### src/rtl/snoop_bus_ctrl.sv
// snoop_bus_ctrl: arbitrates icache/dcache traffic from CPUS cores onto a
// single RAM port and broadcasts snoops for coherence transitions.
// Build option: define SNOOP_FWD_EN to hand supplier write-back data straight
// to the requester in FWD instead of re-reading it from RAM afterwards.

// Per-core snoop outputs: the granted core never sees its own snoop.
module snoop_lane #(
  parameter int WORD_W = 32
) (
  input  logic              snp,
  input  logic              hold,
  input  logic              inv,
  input  logic              is_g,
  input  logic [WORD_W-1:0] addr,
  output logic              ccwait,
  output logic              ccinv,
  output logic [WORD_W-1:0] ccsnoopaddr
);
  assign ccwait      = (snp | hold) & ~is_g;
  assign ccinv       = snp & inv & ~is_g;
  assign ccsnoopaddr = (snp & ~is_g) ? addr : '0;
endmodule

module snoop_bus_ctrl #(
  parameter int CPUS   = 2,
  parameter int WORD_W = 32
) (
  input  logic                   CLK,
  input  logic                   RST,
  input  logic [CPUS-1:0]        iREN,
  input  logic [CPUS*WORD_W-1:0] iaddr,
  output logic [CPUS-1:0]        iwait,
  output logic [CPUS*WORD_W-1:0] iload,
  input  logic [CPUS-1:0]        dREN,
  input  logic [CPUS-1:0]        dWEN,
  input  logic [CPUS*WORD_W-1:0] daddr,
  input  logic [CPUS*WORD_W-1:0] dstore,
  output logic [CPUS-1:0]        dwait,
  output logic [CPUS*WORD_W-1:0] dload,
  input  logic [CPUS-1:0]        ccwrite,
  input  logic [CPUS-1:0]        cctrans,
  output logic [CPUS-1:0]        ccwait,
  output logic [CPUS-1:0]        ccinv,
  output logic [CPUS*WORD_W-1:0] ccsnoopaddr,
  output logic                   ramREN,
  output logic                   ramWEN,
  output logic [WORD_W-1:0]      ramaddr,
  output logic [WORD_W-1:0]      ramstore,
  input  logic [WORD_W-1:0]      ramload,
  input  logic [1:0]             ramstate
);

  localparam int IW = (CPUS > 1) ? $clog2(CPUS) : 1;
  localparam logic [1:0] RS_ACCESS = 2'd2;

  typedef enum logic [2:0] {IDLE, WB, SNOOP, SNRESP, FWD, RAMRD, IFETCH} state_t;

  state_t          state, state_n;
  logic [IW-1:0]   g, g_n;     // granted core
  logic [IW-1:0]   s, s_n;     // supplier core during FWD
  logic [IW-1:0]   rr, rr_n;   // round-robin start pointer

  // per-core views of the flat buses
  logic [CPUS-1:0][WORD_W-1:0] iaddr_v, daddr_v, dstore_v;
  logic [CPUS-1:0][WORD_W-1:0] iload_v, dload_v, snoop_v;

  assign iaddr_v     = iaddr;
  assign daddr_v     = daddr;
  assign dstore_v    = dstore;
  assign iload       = iload_v;
  assign dload       = dload_v;
  assign ccsnoopaddr = snoop_v;

  // First set bit of req at or after ptr, wrapping; MSB of result = found.
  function automatic logic [IW:0] rr_pick(input logic [CPUS-1:0] req,
                                          input logic [IW-1:0]   ptr);
    logic [IW:0]   r;
    logic [IW-1:0] ix;
    int            idx;
    r = '0;
    for (int k = CPUS-1; k >= 0; k--) begin
      idx = int'(ptr) + k;
      if (idx >= CPUS) idx = idx - CPUS;
      ix = IW'(idx);
      if (req[ix]) r = {1'b1, ix};
    end
    return r;
  endfunction

  // Pointer value after a completed transaction by core x.
  function automatic logic [IW-1:0] inc(input logic [IW-1:0] x);
    return (int'(x) == CPUS-1) ? '0 : x + 1'b1;
  endfunction

  logic [IW:0]   wb_pick, tr_pick, if_pick;
  logic          sup_found;
  logic [IW-1:0] sup;
  logic          access;
  logic          snp, hold;

  // Request classes: plain write-backs outrank coherence, which outranks fetch.
  assign wb_pick = rr_pick(dWEN & ~cctrans, rr);
  assign tr_pick = rr_pick(cctrans, rr);
  assign if_pick = rr_pick(iREN, rr);
  assign access  = (ramstate == RS_ACCESS);

  // Supplier search: lowest-index other core currently writing back.
  always_comb begin
    sup_found = 1'b0;
    sup       = '0;
    for (int c = CPUS-1; c >= 0; c--) begin
      if (dWEN[c] && (IW'(c) != g)) begin
        sup_found = 1'b1;
        sup       = IW'(c);
      end
    end
  end

  // State, grant and pointer registers; reset lands in IDLE with rr at core 0.
  always_ff @(posedge CLK or posedge RST) begin
    if (RST) begin
      state <= IDLE;
      g     <= '0;
      s     <= '0;
      rr    <= '0;
    end else begin
      state <= state_n;
      g     <= g_n;
      s     <= s_n;
      rr    <= rr_n;
    end
  end

  // Next state and all bus outputs; a dropped granted request aborts to IDLE
  // without moving rr, while the strobes of the current cycle stay up.
  always_comb begin
    state_n  = state;
    g_n      = g;
    s_n      = s;
    rr_n     = rr;
    iwait    = '1;
    dwait    = '1;
    iload_v  = '0;
    dload_v  = '0;
    ramREN   = 1'b0;
    ramWEN   = 1'b0;
    ramaddr  = '0;
    ramstore = '0;
    snp      = 1'b0;
    hold     = 1'b0;
    if (!RST) begin
      case (state)
        IDLE: begin
          if (wb_pick[IW]) begin
            g_n     = wb_pick[IW-1:0];
            state_n = WB;
          end else if (tr_pick[IW]) begin
            g_n = tr_pick[IW-1:0];
            if (CPUS > 1) begin
              state_n = SNOOP;
            end else if (dREN[tr_pick[IW-1:0]]) begin
              state_n = RAMRD;
            end else begin
              // lone core upgrading: nobody to snoop, done on the spot
              dwait[tr_pick[IW-1:0]] = 1'b0;
              rr_n = inc(tr_pick[IW-1:0]);
            end
          end else if (if_pick[IW]) begin
            g_n     = if_pick[IW-1:0];
            state_n = IFETCH;
          end
        end
        WB: begin
          ramWEN   = 1'b1;
          ramaddr  = daddr_v[g];
          ramstore = dstore_v[g];
          if (!dWEN[g]) begin
            state_n = IDLE;
          end else if (access) begin
            dwait[g] = 1'b0;
            state_n  = IDLE;
            rr_n     = inc(g);
          end
        end
        SNOOP: begin
          snp     = 1'b1;
          state_n = cctrans[g] ? SNRESP : IDLE;
        end
        SNRESP: begin
          snp = 1'b1;
          if (!cctrans[g]) begin
            state_n = IDLE;
          end else if (sup_found) begin
            s_n     = sup;
            state_n = FWD;
          end else if (dREN[g]) begin
            state_n = RAMRD;
          end else begin
            dwait[g] = 1'b0;
            state_n  = IDLE;
            rr_n     = inc(g);
          end
        end
        FWD: begin
          hold     = 1'b1;
          ramWEN   = 1'b1;
          ramaddr  = daddr_v[s];
          ramstore = dstore_v[s];
          if (!cctrans[g]) begin
            state_n = IDLE;
          end else if (access) begin
            dwait[s] = 1'b0;
`ifdef SNOOP_FWD_EN
            dload_v[g] = dstore_v[s];
            dwait[g]   = 1'b0;
            state_n    = IDLE;
            rr_n       = inc(g);
`else
            state_n = RAMRD;
`endif
          end
        end
        RAMRD: begin
          ramREN  = 1'b1;
          ramaddr = daddr_v[g];
          if (!cctrans[g]) begin
            state_n = IDLE;
          end else if (access) begin
            dload_v[g] = ramload;
            dwait[g]   = 1'b0;
            state_n    = IDLE;
            rr_n       = inc(g);
          end
        end
        IFETCH: begin
          ramREN  = 1'b1;
          ramaddr = iaddr_v[g];
          if (!iREN[g]) begin
            state_n = IDLE;
          end else if (access) begin
            iload_v[g] = ramload;
            iwait[g]   = 1'b0;
            state_n    = IDLE;
            rr_n       = inc(g);
          end
        end
        default: state_n = IDLE;
      endcase
    end
  end

  genvar c;
  generate
    for (c = 0; c < CPUS; c++) begin : g_lane
      snoop_lane #(.WORD_W(WORD_W)) u_lane (
        .snp         (snp),
        .hold        (hold),
        .inv         (ccwrite[g]),
        .is_g        (g == IW'(c)),
        .addr        (daddr_v[g]),
        .ccwait      (ccwait[c]),
        .ccinv       (ccinv[c]),
        .ccsnoopaddr (snoop_v[c])
      );
    end
  endgenerate

endmodule
### config.mk
export PLATFORM = sky130hd
export DESIGN_NAME = snoop_bus_ctrl
export DESIGN_NICKNAME = d
export VERILOG_FILES = /design/src/rtl/snoop_bus_ctrl.sv
export SDC_FILE = /design/constraint.sdc
export NUM_CORES = 1
export LEC_CHECK = 0
export CAP_MARGIN = 20
export CORE_AREA = 8 8 189 191
export CTS_CLUSTER_DIAMETER = 80
export DETAILED_ROUTE_END_ITERATION = 10
export DIE_AREA = 0 0 197 199
export GPL_TIMING_DRIVEN = 0
export PLACE_DENSITY = 0.5
export SLEW_MARGIN = 20
export SYNTH_ARGS = -nofsm -noshare
export SYNTH_HDL_FRONTEND = slang
export SYNTH_HIERARCHICAL = 1
export SYNTH_SLANG_ARGS = --single-unit
### constraint.sdc
create_clock -name CLK -period 3.6 [get_ports CLK]
set_input_delay 0.72 -clock CLK [delete_from_list [all_inputs] [get_ports CLK]]
set_output_delay 0.72 -clock CLK [all_outputs]
set_load 0.01 [all_outputs]
# Word-level counts from Yosys, hierarchy flattened

Index checks and enable logic that the tools add are counted.

Bits of input ports: 238
Flip-flop bits (word level): 6

Mux-type cells: 109
Reductions and logical operators: 15
Add/subtract/negate cells: 4
Bitwise logic cells: 15
Equal/unequal tests: 15
Magnitude comparators: 8

Operator list:

| kind                                                | count |
|---|---|
| two-way mux 32 bit                                  | 15 |
| two-way mux 64 bit                                  | 7 |
| one-hot mux 32 bit (3 select lines)                 | 1 |
| bitwise AND 64 bit                                  | 1 |
| one-hot mux 32 bit (2 select lines)                 | 1 |
| two-way mux 1 bit                                   | 48 |
| two-way mux 2 bit                                   | 19 |
| two-way mux 3 bit                                   | 12 |
| demux 32 bit (select 1 bit)                         | 1 |
| one-hot mux 3 bit (7 select lines)                  | 1 |
| inequality test 2 bit, second input constant        | 6 |
| equality test 3 bit, second input constant          | 3 |
| < comparator 1 x 2 -> 1 bit, second input constant  | 4 |
| one-hot mux 2 bit (4 select lines)                  | 1 |
| AND reduction 8 bit                                 | 1 |
| OR reduction 2 bit                                  | 4 |
| bitwise AND 1 bit                                   | 7 |
| equality test 3 x 2 -> 1 bit, second input constant | 2 |
| inverter 2 bit                                      | 3 |
| AND reduction 3 bit                                 | 2 |
| logical AND 1 bit                                   | 4 |
| inequality test 4 bit, second input constant        | 1 |
| one-hot mux 1 bit (4 select lines)                  | 1 |
| AND reduction 4 bit                                 | 1 |
| 16 further kinds                                    | 20 |

# Longest topological paths before layout

Word-level depth: 11
Gate-level depth with buffers: 8

# Hierarchy

Netlist, hierarchy kept.

Modules (own cells, without submodules):

| module         | area an instance (um2) | times used | cells each |
|---|---|---|---|
| snoop_bus_ctrl | 3629.7                 | 1          | 518 |
| snoop_lane     | 370.4                  | 2          | 40 |

# Worst setup path after synthesis

Ideal clock, no wire load.

Kind: input port to output port
Start point: input port RST
End point: output port dload[10]
Arrival time: 1.938 ns
Slack: 0.942 ns
Cell stages on the path: 5
Path buffers: 1
Cell sequence: inv_1 > nand2_1 > nor4_1 > clkbuf_1 > and2_1

Word-level cells in the longest chain between the ends: 1

RTL lines:

| element            | line | RTL |
|---|---|---|
| start: declaration | 29   | `input logic RST,` |
| two-way mux 64 bit | 151  | `if (!RST) begin` |
| end: declaration   | 39   | `output logic [CPUS*WORD_W-1:0] dload,` |

Every way passes these cells.

# Final worst setup path

Start point: register state[2]
End point: output port ramaddr[7]

Word-level cells in the longest chain between the ends: 4

RTL lines:

| element                                                                    | line | RTL |
|---|---|---|
| start: declaration                                                         | 58   | `state_t state, state_n;` |
| start signal: assignment                                                   | 127  | `state <= state_n;` |
| equality test 3 bit / equality test 3 x 1 -> 1 bit (equally long branches) | 152  | `case (state)` |
| OR reduction 2 bit (no source line)                                        | -    |  |
| one-hot mux 32 bit (3 select lines) (*)                                    | 152  |  |
| two-way mux 32 bit (*)                                                     | 151  |  |
| end: declaration                                                           | 47   | `output logic [WORD_W-1:0] ramaddr,` |

Mark *: on every way between the ends. The rest lies on a longest branch, timed or not.

==> reports/summary.txt <==
Synth top cells by count = and2_1, and3b_2, nor2_1
Number of synthesized flops with an enable pin = 0
Final clock skew = 0.00220 ns
Critical path type = reg2out
Placed cell count = 1548
Reg clk slew, reported paths = 0.04 ns
H-tree depth = 1
1st-iter DRT viols = 253
Largest cells by area after synthesis = and2_1, and3b_2, mux2i_1
HPWL Detailed = 28800 um
Netlist Area Pre-Place = 0.00437 sq mm
Final hold vios = 0
First-pass GRT wire length = 48000 um
Synth top area share = 0.185
Post-synth net total = 836
Area of the multi-input gates = 0.00393 sq mm
Worst-Skew Late Latency = 0.23 ns
Overall power = 0.00336 W
Fraction of registers with async set/reset = 1.00
Synth Flop Type = dfrtp_1
RSZ-0062 raised after global routing = no
Vias in the first global route = 7353
CP arrival = 2.77 ns
Overall routed net length = 34000 um
IO Pins = 504
CP max FO = 10
Share of layout cells above drive strength 1 = 0.175
CTS tree = built
Worst slew pin tran = 0.899 ns
FF+latch area = 151 sq um
# DRC = 0
Final #Nets = 1353
Worst Path Required = 2.88 ns
Site Rows = 67
Drt wl/cell = 21.7 um
Most frequent cell after synthesis = and2_1
GP Congestion = 0.893
Cell area power density = 327 mW/mm^2
Post-route ant nets = 0
Crit path time final = 3.49 ns
Crit. End Element = output port
Vias = 6782
WHS = 0.548 ns
Initial antenna violation count = 1
Routed vias/inst = 4.34
DIE HEIGHT = 199 um
Initial core utilization = 0.133
Seq/Total Area, Yosys = 0.0344
Crit share post-route = 0.969
Largest net degree at the start of global routing = 12
Critical path launch point type = flop
Max Transition Viols Final = 0
Yosys reg bits = 6
Fmax = 0.287 GHz
Leak = 4.12 nW
Worst slew margin = 0.401
Clock Tree Root = clkbuf_16
Syn avg cell area = 7.31 sq um
DR pass1 iterations = 7
Die Wd = 197 um
GRT Total Usage = 0.159
Synth Warn # = 6
Synth cell types = 51
Filler Cells Inserted = 3499
CTS sink count = 6
Outcome = completed
Core area = 0.0329 sq mm
VDD IR max = 0.000201 V
MaxCap Viol Count = 0
Cells after Synth = 598
Clk buf depth = 2
Area leader, netlist = and2_1
CTS Buf Count = 3
Non-Filler Instances = 1562
P&R area growth vs syn = 135%
Hold Path Class = reg2reg
Die Area = 0.0392 sq mm
Final setup viols = 0
Port Buf Inserts = 501
Remaining Overflow, GRT = 0
-- per-stage QoR --
step | TNS [ns] | cell area [sq um] | util | setup slack [ns]
3_5_place_dp | -136.59 | 9960 | 0.303 | -1.06
2_1_floorplan | 0 | 4370 | - | 0.942
3_3_place_gp | -207.94 | 9950 | 0.303 | -1.30
4_1_cts | 0 | 10300 | 0.312 | 0.0541
5_1_grt | 0 | 10300 | 0.313 | 0.00119
6_report | 0 | 10300 | 0.313 | 0.110
-- area by class of cell --
type                            instances  share of cell area
Multi-Input combinational cell        516               0.382
Inverter                               10             0.00438
Timing Repair Buffer                  515               0.498
Clock buffer                            3             0.00731
Buffer                                 63              0.0384
Antenna cell                            1            0.000244
Sequential cell                         6              0.0147
Tap cell                              448              0.0546
-- report_power, final --
part / total [W] / switching [W] / internal (W)
Clock: 0.000187 / 0.0000438 / 0.000143
Sequential: 0.000114 / 0.0000201 / 0.0000942
Combinational: 0.00306 / 0.00158 / 0.00148
Total: 0.00336 / 0.00164 / 0.00172
-- state kept, by name (all words and copies together), names as in the netlist --
| signal | flops |
|---|---|
| g | 1 |
| rr | 1 |
| s | 1 |
| state | 3 |
-- cell usage in the layout (no fill, tap or decap), types with 13 or more instances in the layout --
cell,n
a21oi_1,27
a221oi_1,14
a22o_1,32
and2_1,129
and3b_2,66
buf_2,23
buf_4,18
clkdlybuf4s50_1,496
mux2_2,35
mux2i_1,53
nand2_1,13
nor2_1,53
o22ai_1,20
-- worst max-delay path, cell delays in order (launching register included) --
cell and delay [ns]:
dfrtp_1 0.48, nor2b_4 0.26, nand2_2 0.25, clkbuf_1 0.36, nor2_1 0.21, a221oi_1 0.07
nor2_1 0.29, clkdlybuf4s50_1 0.62
-- per-layer routing --
metal / global-route usage / vias up / part of all wire / routed length, um
met5: 0 / - / 0 / 0
met4: 0.0432 / 0 / 0.023 / 782
met3: 0.0528 / 32 / 0.095 / 3220
met2: 0.291 / 395 / 0.49 / 16800
met1: 0.174 / 3147 / 0.39 / 13200
li1: - / 3208 / - / -
-- logic make-up after synthesis --
| kind of cell | count (synthesis) | share of synthesized area |
|---|---|---|
| flip-flops | 6 | 0.0344 |
| AND/OR/NAND/NOR | 299 | 0.446 |
| AO/OA/AOI/OAI | 128 | 0.217 |
| XOR/XNOR | 1 | 0.00200 |
| multiplexers | 88 | 0.212 |
| buffers and inverters | 76 | 0.0885 |
-- what timing repair did --
item	4_1_cts	5_1_grt
hold buffers	0	0
setup endpoints to repair	247	76
setup buffers	13	0
pin swaps	4	0
gates resized for setup	53	16
-- worst paths after layout --
| check | endpoint | depth (start not counted) | start | slack (ns) |
|---|---|---|---|---|
| worst max-delay path | ramaddr[7] | 7 | state[2] | 0.11 |
| worst min-delay path | rr | 2 | rr | 0.55 |
| worst max register to register | state[0] | 5 | g | 1.67 |
| worst min register to register | rr | 2 | rr | 0.55 |
| max in group asynchronous | g | 3 | RST | 2.65 |
| min in group asynchronous | state[0] | 3 | RST | 0.79 |
Note: power is estimated with default switching activity, not from simulation.
